$ cat config.mk
export PLATFORM = sky130hd
export DESIGN_NAME = mbist_wb_bridge
export DESIGN_NICKNAME = d
export VERILOG_FILES = /design/src/rtl/mbist_pkg.sv /design/src/rtl/mbist_wb_bridge.sv
export SDC_FILE = /design/constraint.sdc
export NUM_CORES = 1
export LEC_CHECK = 0
export CAP_MARGIN = 5
export CELL_PAD_IN_SITES_DETAIL_PLACEMENT = 0
export CELL_PAD_IN_SITES_GLOBAL_PLACEMENT = 1
export CORE_MARGIN = 2
export CORE_UTILIZATION = 43
export DETAILED_ROUTE_END_ITERATION = 16
export DONT_BUFFER_PORTS = 1
export GPL_TIMING_DRIVEN = 0
export MAX_ROUTING_LAYER = met4
export PLACE_DENSITY_LB_ADDON = 0.1
export RECOVER_POWER = 25
export SLEW_MARGIN = 5
export SYNTH_ARGS = -nofsm -noshare
export SYNTH_HDL_FRONTEND = slang
export SYNTH_SLANG_ARGS = --single-unit
$ cat constraint.sdc
create_clock -name wb_clk_i -period 1.4 [get_ports wb_clk_i]
set_input_delay 0.14 -clock wb_clk_i [delete_from_list [all_inputs] [get_ports wb_clk_i]]
set_output_delay 0.14 -clock wb_clk_i [all_outputs]
set_load 0.05 [all_outputs]
$ cat src/rtl/mbist_pkg.sv
// Shared types and derived widths for the MBIST wishbone bridge.
// Keeps the FSM encoding and address-field widths in one place.
package mbist_pkg;

  typedef enum logic [2:0] {
    IDLE,
    REQ,
    RDWAIT,
    ACK,
    ERR
  } state_t;

  function automatic int cs_wd(input int n_sram);
    return (n_sram + 1) / 2;
  endfunction

  function automatic int aw(input int addr_wd, input int n_sram);
    return addr_wd + cs_wd(n_sram) + 2;
  endfunction

endpackage

$ cat src/rtl/mbist_wb_bridge.sv
// Wishbone slave that turns single transfers into one-cycle SRAM requests
// toward the MBIST memory wrappers; stalls new work while MBIST owns them.
module mbist_wb_bridge
  import mbist_pkg::*;
#(
  parameter int BIST_NO_SRAM = 4,
  parameter int BIST_ADDR_WD = 10,
  parameter int BIST_DATA_WD = 32,
  localparam int CS_WD = cs_wd(BIST_NO_SRAM),
  localparam int AW    = aw(BIST_ADDR_WD, BIST_NO_SRAM),
  localparam int SW    = BIST_DATA_WD / 8
) (
  input  logic                    wb_clk_i,
  input  logic                    rst_n,
  input  logic                    wb_cyc_i,
  input  logic                    wb_stb_i,
  input  logic                    wb_we_i,
  input  logic [AW-1:0]           wb_adr_i,
  input  logic [BIST_DATA_WD-1:0] wb_dat_i,
  input  logic [SW-1:0]           wb_sel_i,
  output logic [BIST_DATA_WD-1:0] wb_dat_o,
  output logic                    wb_ack_o,
  output logic                    wb_err_o,
  input  logic                    bist_en,
  output logic [CS_WD-1:0]        mem_cs,
  output logic                    mem_req,
  output logic [BIST_ADDR_WD-1:0] mem_addr,
  output logic                    mem_we,
  output logic [BIST_DATA_WD-1:0] mem_wdata,
  output logic [SW-1:0]           mem_wmask,
  input  logic [BIST_DATA_WD-1:0] mem_rdata
);

  state_t state;
  state_t state_nx;

  logic [CS_WD-1:0]        dec_cs;
  logic [BIST_ADDR_WD-1:0] dec_addr;
  logic                    cs_bad;
  logic                    accept;
  logic                    load;
  logic                    adr_unused;

  assign dec_cs   = wb_adr_i[AW-1:BIST_ADDR_WD+2];
  assign dec_addr = wb_adr_i[BIST_ADDR_WD+1:2];
  assign cs_bad   = 32'(dec_cs) >= 32'(BIST_NO_SRAM);
  assign accept   = wb_cyc_i & wb_stb_i & ~bist_en;
  assign load     = (state == IDLE) & accept & ~cs_bad;

  // Byte offset is meaningless for word-wide SRAMs.
  assign adr_unused = ^wb_adr_i[1:0];

  always_ff @(posedge wb_clk_i or negedge rst_n) begin
    if (!rst_n) state <= IDLE;
    else        state <= state_nx;
  end

  always_comb begin
    state_nx = state;
    unique case (state)
      IDLE: begin
        if (accept) state_nx = cs_bad ? ERR : REQ;
      end
      REQ:     state_nx = mem_we ? ACK : RDWAIT;
      RDWAIT:  state_nx = ACK;
      ACK:     state_nx = IDLE;
      ERR:     state_nx = IDLE;
      default: state_nx = IDLE;
    endcase
  end

  always_comb begin
    mem_req  = 1'b0;
    wb_ack_o = 1'b0;
    wb_err_o = 1'b0;
    unique case (1'b1)
      (state == REQ): mem_req  = 1'b1;
      (state == ACK): wb_ack_o = wb_cyc_i;
      (state == ERR): wb_err_o = wb_cyc_i;
      default: ;
    endcase
  end

  // Memory-side fields only move on a valid accept, so they hold otherwise.
  always_ff @(posedge wb_clk_i or negedge rst_n) begin
    if (!rst_n) begin
      mem_cs    <= '0;
      mem_addr  <= '0;
      mem_we    <= 1'b0;
      mem_wdata <= '0;
      mem_wmask <= '0;
    end else if (load) begin
      mem_cs    <= dec_cs;
      mem_addr  <= dec_addr;
      mem_we    <= wb_we_i;
      mem_wdata <= wb_dat_i;
      mem_wmask <= wb_sel_i;
    end
  end

  always_ff @(posedge wb_clk_i or negedge rst_n) begin
    if (!rst_n)                wb_dat_o <= '0;
    else if (state == RDWAIT)  wb_dat_o <= mem_rdata;
  end

endmodule

==> impl_metrics.yaml <==
status:
  run_status: "complete, but fails checks"
  failed_checks: "hold timing, setup timing"
worst_hold_path:
  hold_path_class: "input port to async pin"
routing:
  route.detailed.drc: 0
  routedWlPerCell_um: 18.64
  viasPerCell: 4.975
  ant_nets: 0
  dr_total_vias: 1990
  number_of_design_rule_violations_left_by_the_first_detailed_router_iteration: 18
  drt_first_pass_iters: 4
  wirelength_mm: 7.454
clocking:
  cts.sink_count: 83
  clkSlewWorstSetupHoldPaths_ns: 0.08
  number_of_buffers_created_by_cts: 9
  clock_path_buffers: 2
  clockRootBuffer: "sky130_fd_sc_hd__clkbuf_8"
  cts.htree.levels: 3
  tritoncts: "done"
  worstSkewPairLatency_ns: 0.33
  holdBufCountCts: 81
floorplan:
  die-width_um: 90.56
  die_h_um: 90.56
  floorplan.die_area_sq_um: 8201
  row_count: 31
  floorplan.initialDensity_pct: 44.42
  top_level_ports: 172
  design.core.area_sq_um: 7253
grt:
  grt_first_pass_wirelength_mm: 11.63
  globalRoute.totalOverflow: 0
  initial_antenna_violation_count: 0
  grt_util_all_layers_pct: 18.81
  grt_start_max_net_pins: 84
  grt_pass1_vias: 2202
timing:
  finalMaxSlewViolations: 0
  post-route-min-period_ns: 1.563
  rsz0062_at_grt: "yes"
  final_min_period_over_clock_period_pct: 111.7
  fin_ws_ns: -0.1631
  fin_hold_ws_ns: -0.5068
  final.setup_skew_ns: 0.005701
  max_slew_margin_pct: 64.70
  worstMarginPinSlew_ns: 0.5295
  timing.final.hold_violations: 83
  max_freq_ghz: 0.6397
  setup_viol: 82
placement:
  io_buffers: 0
  place_congestion: 0.6938
  post-dp-hpwl_mm: 4.536
  dpl-instance-area_sq_um: 3358
  pre_cts_ws_ns: -0.4161
logic_synthesis:
  ys.warnings.count: 0
  synth_cell_types: 16
  synthesized_flop_and_latch_total: 83
  netlist_instances: 190
  synth.net_count: 283
  avgSynthCellArea_sq_um: 16.96
  synth_sequential_area_ratio_pct: 64.47
  synth_cell_area_sq_um: 3222
finish:
  layout-drive-gt1-share_pct: 41.86
  syn2layout_area_growth_pct: 46.76
  final_area_sq_um: 4728
  insertedDiodeCount: 0
  nNetsFinal: 389
  postLayoutCoreUtil_pct: 65.19
critical_path:
  worstSetupPathType: "register to register"
  critPathRequiredTime_ns: 1.61
  critPathArrivalTime_ns: 1.77
  timing.critical_path.to_type: "register"
  setup.worst_path.start_class: "register"
  cp_max_fo: 5
flow_run:
  max_cap_viol_count: 0
layer usage:
layer | global-route usage [%] | share of wire (%)
met1 | 20.76 | 36
met2 | 31.59 | 54
met3 | 6.260 | 8.7
met4 | 7.179 | 1.7
met5 | - | 0
placed cells by master (no fill, tap or decap):
| cell | Yosys | routed |
|---|---|---|
| sky130_fd_sc_hd__a211oi_1 | 1 | 1 |
| sky130_fd_sc_hd__and2_4 | 0 | 1 |
| sky130_fd_sc_hd__buf_12 | 0 | 4 |
| sky130_fd_sc_hd__buf_16 | 0 | 3 |
| sky130_fd_sc_hd__buf_4 | 1 | 7 |
| sky130_fd_sc_hd__buf_6 | 2 | 5 |
| sky130_fd_sc_hd__buf_8 | 0 | 3 |
| sky130_fd_sc_hd__bufinv_16 | 0 | 2 |
| sky130_fd_sc_hd__clkbuf_1 | 1 | 3 |
| sky130_fd_sc_hd__clkbuf_16 | 0 | 2 |
| sky130_fd_sc_hd__clkbuf_8 | 0 | 9 |
| sky130_fd_sc_hd__clkinvlp_4 | 0 | 2 |
| sky130_fd_sc_hd__conb_1 | 1 | 1 |
| sky130_fd_sc_hd__dfrtp_1 | 83 | 83 |
| sky130_fd_sc_hd__dlygate4sd3_1 | 0 | 81 |
| sky130_fd_sc_hd__ha_1 | 5 | 2 |
| sky130_fd_sc_hd__ha_4 | 0 | 3 |
| sky130_fd_sc_hd__inv_2 | 0 | 2 |
| sky130_fd_sc_hd__mux2_2 | 73 | 68 |
| sky130_fd_sc_hd__mux2_4 | 10 | 15 |
| sky130_fd_sc_hd__nand2_1 | 1 | 1 |
| sky130_fd_sc_hd__nand4b_1 | 1 | 1 |
| sky130_fd_sc_hd__nor2_1 | 1 | 1 |
| sky130_fd_sc_hd__o21ai_0 | 1 | 1 |
area by class of cell:
cell class	count	area [sq um]
plain buffers	9	126.4
fillers	496	2525
well taps	99	123.9
multi-input cells	95	1132
flip-flops and latches	83	2077
clock buffers	12	135.1
repair buffers	96	1051
clock inverters	4	75.07
inverters	2	7.507
cell families after synthesis:
family / share of synthesized area (%)
AND/OR/NAND/NOR: 0.6990
buffers and inverters: 2.214
AO/OA/AOI/OAI: 0.3883
flip-flops: 64.47
other: 0.1164
multiplexers: 30.17
adder cells (fa/ha/maj): 1.942
critical path: stages, from the launching register on:
cell and delay [ns]:
sky130_fd_sc_hd__dfrtp_1 0.40, sky130_fd_sc_hd__inv_2 0.09, sky130_fd_sc_hd__ha_4 0.14, sky130_fd_sc_hd__nand4b_1 0.17
sky130_fd_sc_hd__buf_6 0.21, sky130_fd_sc_hd__buf_12 0.14, sky130_fd_sc_hd__mux2_4 0.29
path summary, 6_finish.rpt:
| path | startpoint | endpoint | slack, ns | cells past startpoint |
|---|---|---|---|---|
| max | state[1] | mem_wdata[21] | -0.16 | 6 |
| min in group wb_clk_i | bist_en | state[1] | 0.21 | 2 |
| min | rst_n | wb_dat_o[28] | -0.51 | 0 |
| min reg2reg | state[1] | state[1] | 0.69 | 2 |
| max reg2reg | state[1] | mem_wdata[21] | -0.16 | 6 |
| max in group asynchronous | rst_n | mem_wmask[3] | 1.78 | 0 |
synthesized netlist by cell type:
master / n / share of area (%)
sky130_fd_sc_hd__ha_1: 5 / 1.9
sky130_fd_sc_hd__dfrtp_1: 83 / 64
sky130_fd_sc_hd__buf_2: 6 / 0.93
sky130_fd_sc_hd__and2_1: 1 / 0.19
sky130_fd_sc_hd__inv_1: 2 / 0.23
sky130_fd_sc_hd__buf_4: 1 / 0.23
sky130_fd_sc_hd__mux2_4: 10 / 4.7
sky130_fd_sc_hd__conb_1: 1 / 0.12
sky130_fd_sc_hd__buf_6: 2 / 0.70
sky130_fd_sc_hd__nor2_1: 1 / 0.12
sky130_fd_sc_hd__clkbuf_1: 1 / 0.12
sky130_fd_sc_hd__o21ai_0: 1 / 0.16
sky130_fd_sc_hd__nand4b_1: 1 / 0.27
sky130_fd_sc_hd__a211oi_1: 1 / 0.23
sky130_fd_sc_hd__nand2_1: 1 / 0.12
sky130_fd_sc_hd__mux2_2: 73 / 26
timing repair:
item | CTS | global route
endpoints found under the hold margin | 164 | 83
buffers inserted | 8 | 3
setup endpoints to repair | 83 | 81
pin swaps | 3 | 2
gates resized for setup | 34 | 5
gates cloned | 3 | 2
registers in the layout, summed over array words and instances, names as in the netlist:
register and flops:
state 2, mem_we 1, mem_addr 10, mem_wdata 32
wb_dat_o 32, mem_cs 2, mem_wmask 4
metrics by stage:
step	setup TNS (ns)	cells
final	-9.167	400
after global routing	-13.52	400
after CTS	-10.35	397
after detailed placement	-21.55	289
after global placement	-13.96	289
after floorplan	-4.205	190
Power is not shown: default switching activity piles up to over one toggle a cycle in this logic, so the estimate is an artifact.
